File: src/rtl/fib_pkg.sv
// fib_pkg: shared state encoding and sizing constants for the Fibonacci sequencer.
package fib_pkg;

    typedef enum logic [2:0] {
        IDLE,
        INIT,
        SEED,
        CALC,
        STORE,
        DONE,
        ERR
    } fib_state_t;

    localparam int FIB_DW    = 12;
    localparam int FIB_IW    = 5;
    // Largest n whose F(n) still fits in FIB_DW bits.
    localparam int FIB_MAX_N = 18;

endpackage

File: src/rtl/fib_step_cnt.sv
// fib_step_cnt: loadable down-counter holding the remaining Fibonacci step count.
module fib_step_cnt #(
    parameter int IW = 5
) (
    input  logic          clk,
    input  logic          clr,
    input  logic          load_i,
    input  logic          dec_i,
    input  logic [IW-1:0] val_i,
    output logic [IW-1:0] cnt_o,
    output logic          is_one_o,
    output logic          is_zero_o
);

    logic [IW-1:0] cnt_q, cnt_d;

    // Saturates at zero so a stray decrement can never wrap.
    always_comb cnt_d = load_i ? val_i : (dec_i && cnt_q != '0) ? cnt_q - 1'b1 : cnt_q;

    always_ff @(posedge clk or posedge clr) begin
        if (clr) cnt_q <= '0;
        else     cnt_q <= cnt_d;
    end

    assign cnt_o     = cnt_q;
    assign is_one_o  = cnt_q == IW'(1);
    assign is_zero_o = cnt_q == '0;

endmodule

File: src/rtl/fib_seq_ctrl.sv
// fib_seq_ctrl: Moore control FSM sequencing the A/B/OUT registers and adder to form F(n).
// Outputs decode only from registered state so the negedge datapath sees stable controls.
module fib_seq_ctrl
    import fib_pkg::*;
#(
    parameter int IW = FIB_IW,
    parameter int DW = FIB_DW
) (
    input  logic          clk,
    input  logic          clr,
    input  logic          start,
    input  logic [IW-1:0] n,
    input  logic          sum_ovf,
    output logic          clr_dp,
    output logic          sel_init,
    output logic          ld_a,
    output logic          ld_b,
    output logic          ld_out,
    output logic          busy,
    output logic          done,
    output logic          ovf,
    output logic [IW-1:0] iter
);

    localparam logic [2:0] S_IDLE  = IDLE;
    localparam logic [2:0] S_INIT  = INIT;
    localparam logic [2:0] S_SEED  = SEED;
    localparam logic [2:0] S_CALC  = CALC;
    localparam logic [2:0] S_STORE = STORE;
    localparam logic [2:0] S_DONE  = DONE;
    localparam logic [2:0] S_ERR   = ERR;

    // Every index must be representable, and the datapath must be wide enough to hold a seed.
    if (DW < 2 || (2 ** IW) <= FIB_MAX_N) begin : g_index_range_below_overflow_point
    end

    logic [2:0]    state_q, state_d;
    logic          ovf_q, ovf_d;
    logic          accept, step_ovf;
    logic          cnt_is_one, cnt_is_zero;
    logic [IW-1:0] cnt;

    assign accept   = state_q == S_IDLE && start;
    // The carry of the final step is F(n+1), which never reaches A, so it is not an error.
    assign step_ovf = state_q == S_CALC && !cnt_is_one && sum_ovf;

    fib_step_cnt #(.IW(IW)) u_step_cnt (
        .clk       (clk),
        .clr       (clr),
        .load_i    (accept),
        .dec_i     (state_q == S_CALC),
        .val_i     (n),
        .cnt_o     (cnt),
        .is_one_o  (cnt_is_one),
        .is_zero_o (cnt_is_zero)
    );

    always_comb begin
        state_d = S_IDLE;
        case (state_q)
            S_IDLE:  state_d = start ? S_INIT : S_IDLE;
            S_INIT:  state_d = S_SEED;
            S_SEED:  state_d = cnt_is_zero ? S_STORE : S_CALC;
            S_CALC:  state_d = cnt_is_one ? S_STORE : sum_ovf ? S_ERR : S_CALC;
            S_STORE: state_d = S_DONE;
            default: state_d = S_IDLE;
        endcase
    end

    // Set on entry to ERR so the flag is already up while done pulses.
    always_comb ovf_d = accept ? 1'b0 : step_ovf ? 1'b1 : ovf_q;

    always_ff @(posedge clk or posedge clr) begin
        if (clr) begin
            state_q <= S_IDLE;
            ovf_q   <= 1'b0;
        end else begin
            state_q <= state_d;
            ovf_q   <= ovf_d;
        end
    end

    assign clr_dp   = state_q == S_INIT;
    assign sel_init = state_q == S_SEED;
    assign ld_a     = state_q == S_CALC;
    assign ld_b     = state_q == S_SEED || state_q == S_CALC;
    assign ld_out   = state_q == S_STORE;
    assign busy     = state_q != S_IDLE;
    assign done     = state_q == S_DONE || state_q == S_ERR;
    assign ovf      = ovf_q;
    assign iter     = cnt;

endmodule

File: config.mk
export PLATFORM = sky130hd
export DESIGN_NAME = fib_seq_ctrl
export DESIGN_NICKNAME = d
export VERILOG_FILES = /design/src/rtl/fib_pkg.sv /design/src/rtl/fib_step_cnt.sv /design/src/rtl/fib_seq_ctrl.sv
export SDC_FILE = /design/constraint.sdc
export NUM_CORES = 1
export LEC_CHECK = 0
export CORE_MARGIN = 2
export CORE_UTILIZATION = 38
export DETAILED_ROUTE_END_ITERATION = 7
export PLACE_DENSITY = 0.73
export SYNTH_ARGS = -nofsm -noshare
export SYNTH_HDL_FRONTEND = slang
export SYNTH_HIERARCHICAL = 1
export SYNTH_SLANG_ARGS = --single-unit
File: constraint.sdc
create_clock -name clk -period 1.94 [get_ports clk]
set_clock_uncertainty 0.05 [all_clocks]
set_input_delay 0.388 -clock clk [delete_from_list [all_inputs] [get_ports clk]]
set_output_delay 0.388 -clock clk [all_outputs]
set_load 0.005 [all_outputs]
==> summary.txt <==
DR vias -> 560
CTS Buffer Depth -> 2
Initial antenna violation count -> 0
Vias in the first global route -> 571
Reg2Reg Depth -> 6
DIE AREA -> 0.00191 mm²
DRT iter0 DRCs -> 3
Mapped Area -> 599 µm²
Worst skew pair latency -> 0.25 ns
Worst R2R Setup Slack -> 0.08 ns
Setup TNS -> 0 ns
NumNets Final -> 106
Worst-path cell chain -> buf_4 -> or3_4 -> dlygate4sd2_1
Hold_buf cts -> 0
Max Clock Freq -> 532 MHz
Synthesized area per cell -> 9.08 µm²
HP Class -> input pin to asynchronous set/reset pin
Syn Nets -> 77
Int Pwr -> 816 µW
Static leakage -> 0.427 nW
Routed WL per cell -> 12.4 µm
CP Capture Type -> primary output
Placed cells -> 105
Sequential fraction of the synthesis area -> 37.6%
#FFs+latches synth -> 9
Die W -> 43.7 µm
First-pass GRT wire length -> 2440 µm
Slew Limit Headroom -> 79.1%
Main combinational cell family by area after synthesis -> simple AND/OR/NAND/NOR gates
Commonest non-fill, non-tap cell in the layout -> clkdlybuf4s50_1
Status -> completed
Fraction of layout cells with a size suffix above 1 -> 20.2%
Psw -> 504 µW
Synth Area in Compound Gates -> 16.7%
Worst hold slack -> 0.299 ns
GP Congestion -> 0.762
Leading cell types in the layout, fill and taps excluded -> 15 x clkdlybuf4s50_1, 9 x inv_1, 9 x dfrtp_1
Worst path slowest cell -> dfrtp_1
Worst slew pin tran -> 0.313 ns
Period utilisation layout -> 96.9%
I/O pin count -> 22
Area Growth Syn to Fin -> 48.4%
PwrDens -> 1480 mW/mm²
Diode count -> 0
Cell family with most CP delay -> buffers and inverters
Fin crit period -> 1.88 ns
PortBufs -> 21
Buf/Inv on CP -> 2
Startpoint Class -> flop
Reg2reg end -> u_step_cnt/cnt_o[3]$_DFFE_PP0P_
Cells after Synth -> 66
CP Launch Point -> state_q[2]$_DFF_PP0_
Pre-Repair DR Iteration Count -> 2
Core ar. -> 0.00149 mm²
Rows -> 14
WP data required -> 1.50 ns
Fin. max-slew vios -> 0
Final hold violation count -> 0
Clock power share -> 10.9%
Simple-Gate Fraction of Synth Area -> 31.9%
CTS tree -> built
Sequential share of power -> 30.8%
Max-cap violations -> 0
Final setup viols -> 0
Crit Path Max Fanout -> 6
Post-route ant nets -> 0
Clock Pin Slew Worst Setup and Hold Paths -> 0.06 ns
Maximum vdd drop -> 0.708 mV
Die Y -> 43.7 µm
Initial core utilization -> 40.3%
Synth cell types -> 29
Xor/xnor cell area share of the yosys netlist -> 1.46%
Ys Warns -> 6
Vias/cell -> 5.09
Multiplexer share of the synthesized area -> 0%
Largest net degree at the start of global routing -> 13
TritonCTS Buffers -> 3
RSZ-0062 raised after global routing -> false
CTS root buf -> clkbuf_4
GRT overflow -> 0
Hpwl dp -> 1070 µm
Slowest stage delay, CP -> 0.38 ns
# H-tree levels -> 1
Kind of critical path -> flop to primary output
Total track usage -> 16.7%
Levels on crit path -> 3
Post-route insts no fill -> 110
Reg-to-Reg Start -> state_q[2]$_DFF_PP0_
# DRC -> 0
Sink Count -> 9
Comb power frac -> 58.3%
Routed WL -> 1360 µm
Post-Synth Adder-Cell Area -> 4.18%
Arr. time, crit path -> 1.44 ns
Sw frac -> 38.2%
worst reg2reg max path, stage by stage, from the launching register on:
cell       delay (ns)
dfrtp_1          0.38
nand2b_4         0.15
inv_1            0.07
and2_4           0.17
or4b_4           0.47
a2111oi_2        0.34
a221o_1          0.16
metrics by stage:
| step | utilization, % | setup slack, ns | instance area, µm² | total power [mW] |
|---|---|---|---|---|
| 2_1_floorplan | - | 0.0361 | 602 | 0.799 |
| 3_3_place_gp | 56.9 | 0.126 | 847 | 1.15 |
| 3_5_place_dp | 56.9 | 0.0723 | 847 | 1.17 |
| 4_1_cts | 59.6 | 0.0321 | 887 | 1.34 |
| 5_1_grt | 59.7 | 0.00465 | 890 | 1.45 |
| 6_report | 59.7 | 0.0592 | 890 | 1.32 |
metal layers:
layer / routed length [µm] / part of all wire (%) / track usage (%) / vias up
met5: 0 / 0 / 0 / -
met4: 0 / 0 / 3.64 / 0
met3: 82 / 6.0 / 2.92 / 0
met2: 681 / 50 / 30.6 / 17
met1: 595 / 44 / 20.1 / 260
li1: - / - / - / 283
worst max path at each step:
stage / to / slack (ns)
floorplan: u_step_cnt/cnt_o[3]$_DFFE_PP0P_ / 0.04
global placement: u_step_cnt/cnt_o[3]$_DFFE_PP0P_ / 0.13
detailed placement: u_step_cnt/cnt_o[3]$_DFFE_PP0P_ / 0.07
CTS: busy / 0.03
global route: done / 0.005
finish: busy / 0.06
area by class of cell:
cell class	instances	area [µm²]
well taps	16	20.0
multi-input cells	46	340
clock buffers	4	26.3
fillers	140	599
inverters	9	33.8
repair buffers	26	244
flip-flops and latches	9	225
cell usage after synthesis:
| master | instances | area [µm²] |
|---|---|---|
| o31a_1 | 1 | 8.76 |
| nor3b_1 | 1 | 7.51 |
| and3_1 | 2 | 12.5 |
| or3_4 | 1 | 11.3 |
| buf_6 | 1 | 11.3 |
| o21ai_0 | 3 | 15.0 |
| a221o_1 | 1 | 10.0 |
| nor3b_2 | 1 | 12.5 |
| nor2_4 | 1 | 11.3 |
| nor2b_1 | 2 | 12.5 |
| a41oi_1 | 1 | 8.76 |
| nor4b_1 | 1 | 8.76 |
| nor3_1 | 1 | 5.00 |
| nor2_1 | 5 | 18.8 |
| nand2b_1 | 2 | 12.5 |
| ha_1 | 2 | 25.0 |
| xor2_1 | 1 | 8.76 |
| and2_1 | 3 | 18.8 |
| clkbuf_1 | 1 | 3.75 |
| o31ai_1 | 2 | 15.0 |
| or2_1 | 1 | 6.26 |
| dfrtp_1 | 9 | 225 |
| inv_1 | 9 | 33.8 |
| a2111oi_2 | 1 | 15.0 |
| nand2_1 | 5 | 18.8 |
| or3_2 | 1 | 7.51 |
| a21oi_1 | 4 | 20.0 |
| or4b_4 | 2 | 27.5 |
| a22oi_1 | 1 | 7.51 |
cell families after synthesis:
| kind of cell | Yosys count |
|---|---|
| and+or+nand+nor | 29 |
| AOI/OAI and AO/OA | 14 |
| buffers and inverters | 11 |
| DFF | 9 |
| adders and majority gates | 2 |
| xor gates and xnor gates | 1 |
flip-flops by register name, indices dropped and copies added, names as in the netlist:
signal	cells
u_step_cnt/cnt_o	5
state_q	3
ovf	1
what timing repair did:
item / in CTS / in global routing
cloned: 0 / 0
hold endpoints to repair: 0 / 0
setup endpoints to repair: 6 / 2
gates resized for setup: 8 / 1
buffers inserted: 1 / 0
pin swaps: 1 / 1
power by group through the flow:
| stage | Combinational, mW | Clock [mW] | Sequential, mW |
|---|---|---|---|
| after floorplan | 0.420 | 0 | 0.378 |
| after global placement | 0.749 | 0 | 0.401 |
| after detailed placement | 0.765 | 0 | 0.404 |
| after CTS | 0.780 | 0.150 | 0.407 |
| after global routing | 0.865 | 0.161 | 0.427 |
| final | 0.769 | 0.144 | 0.406 |
Power figures use the tool's default switching activity.
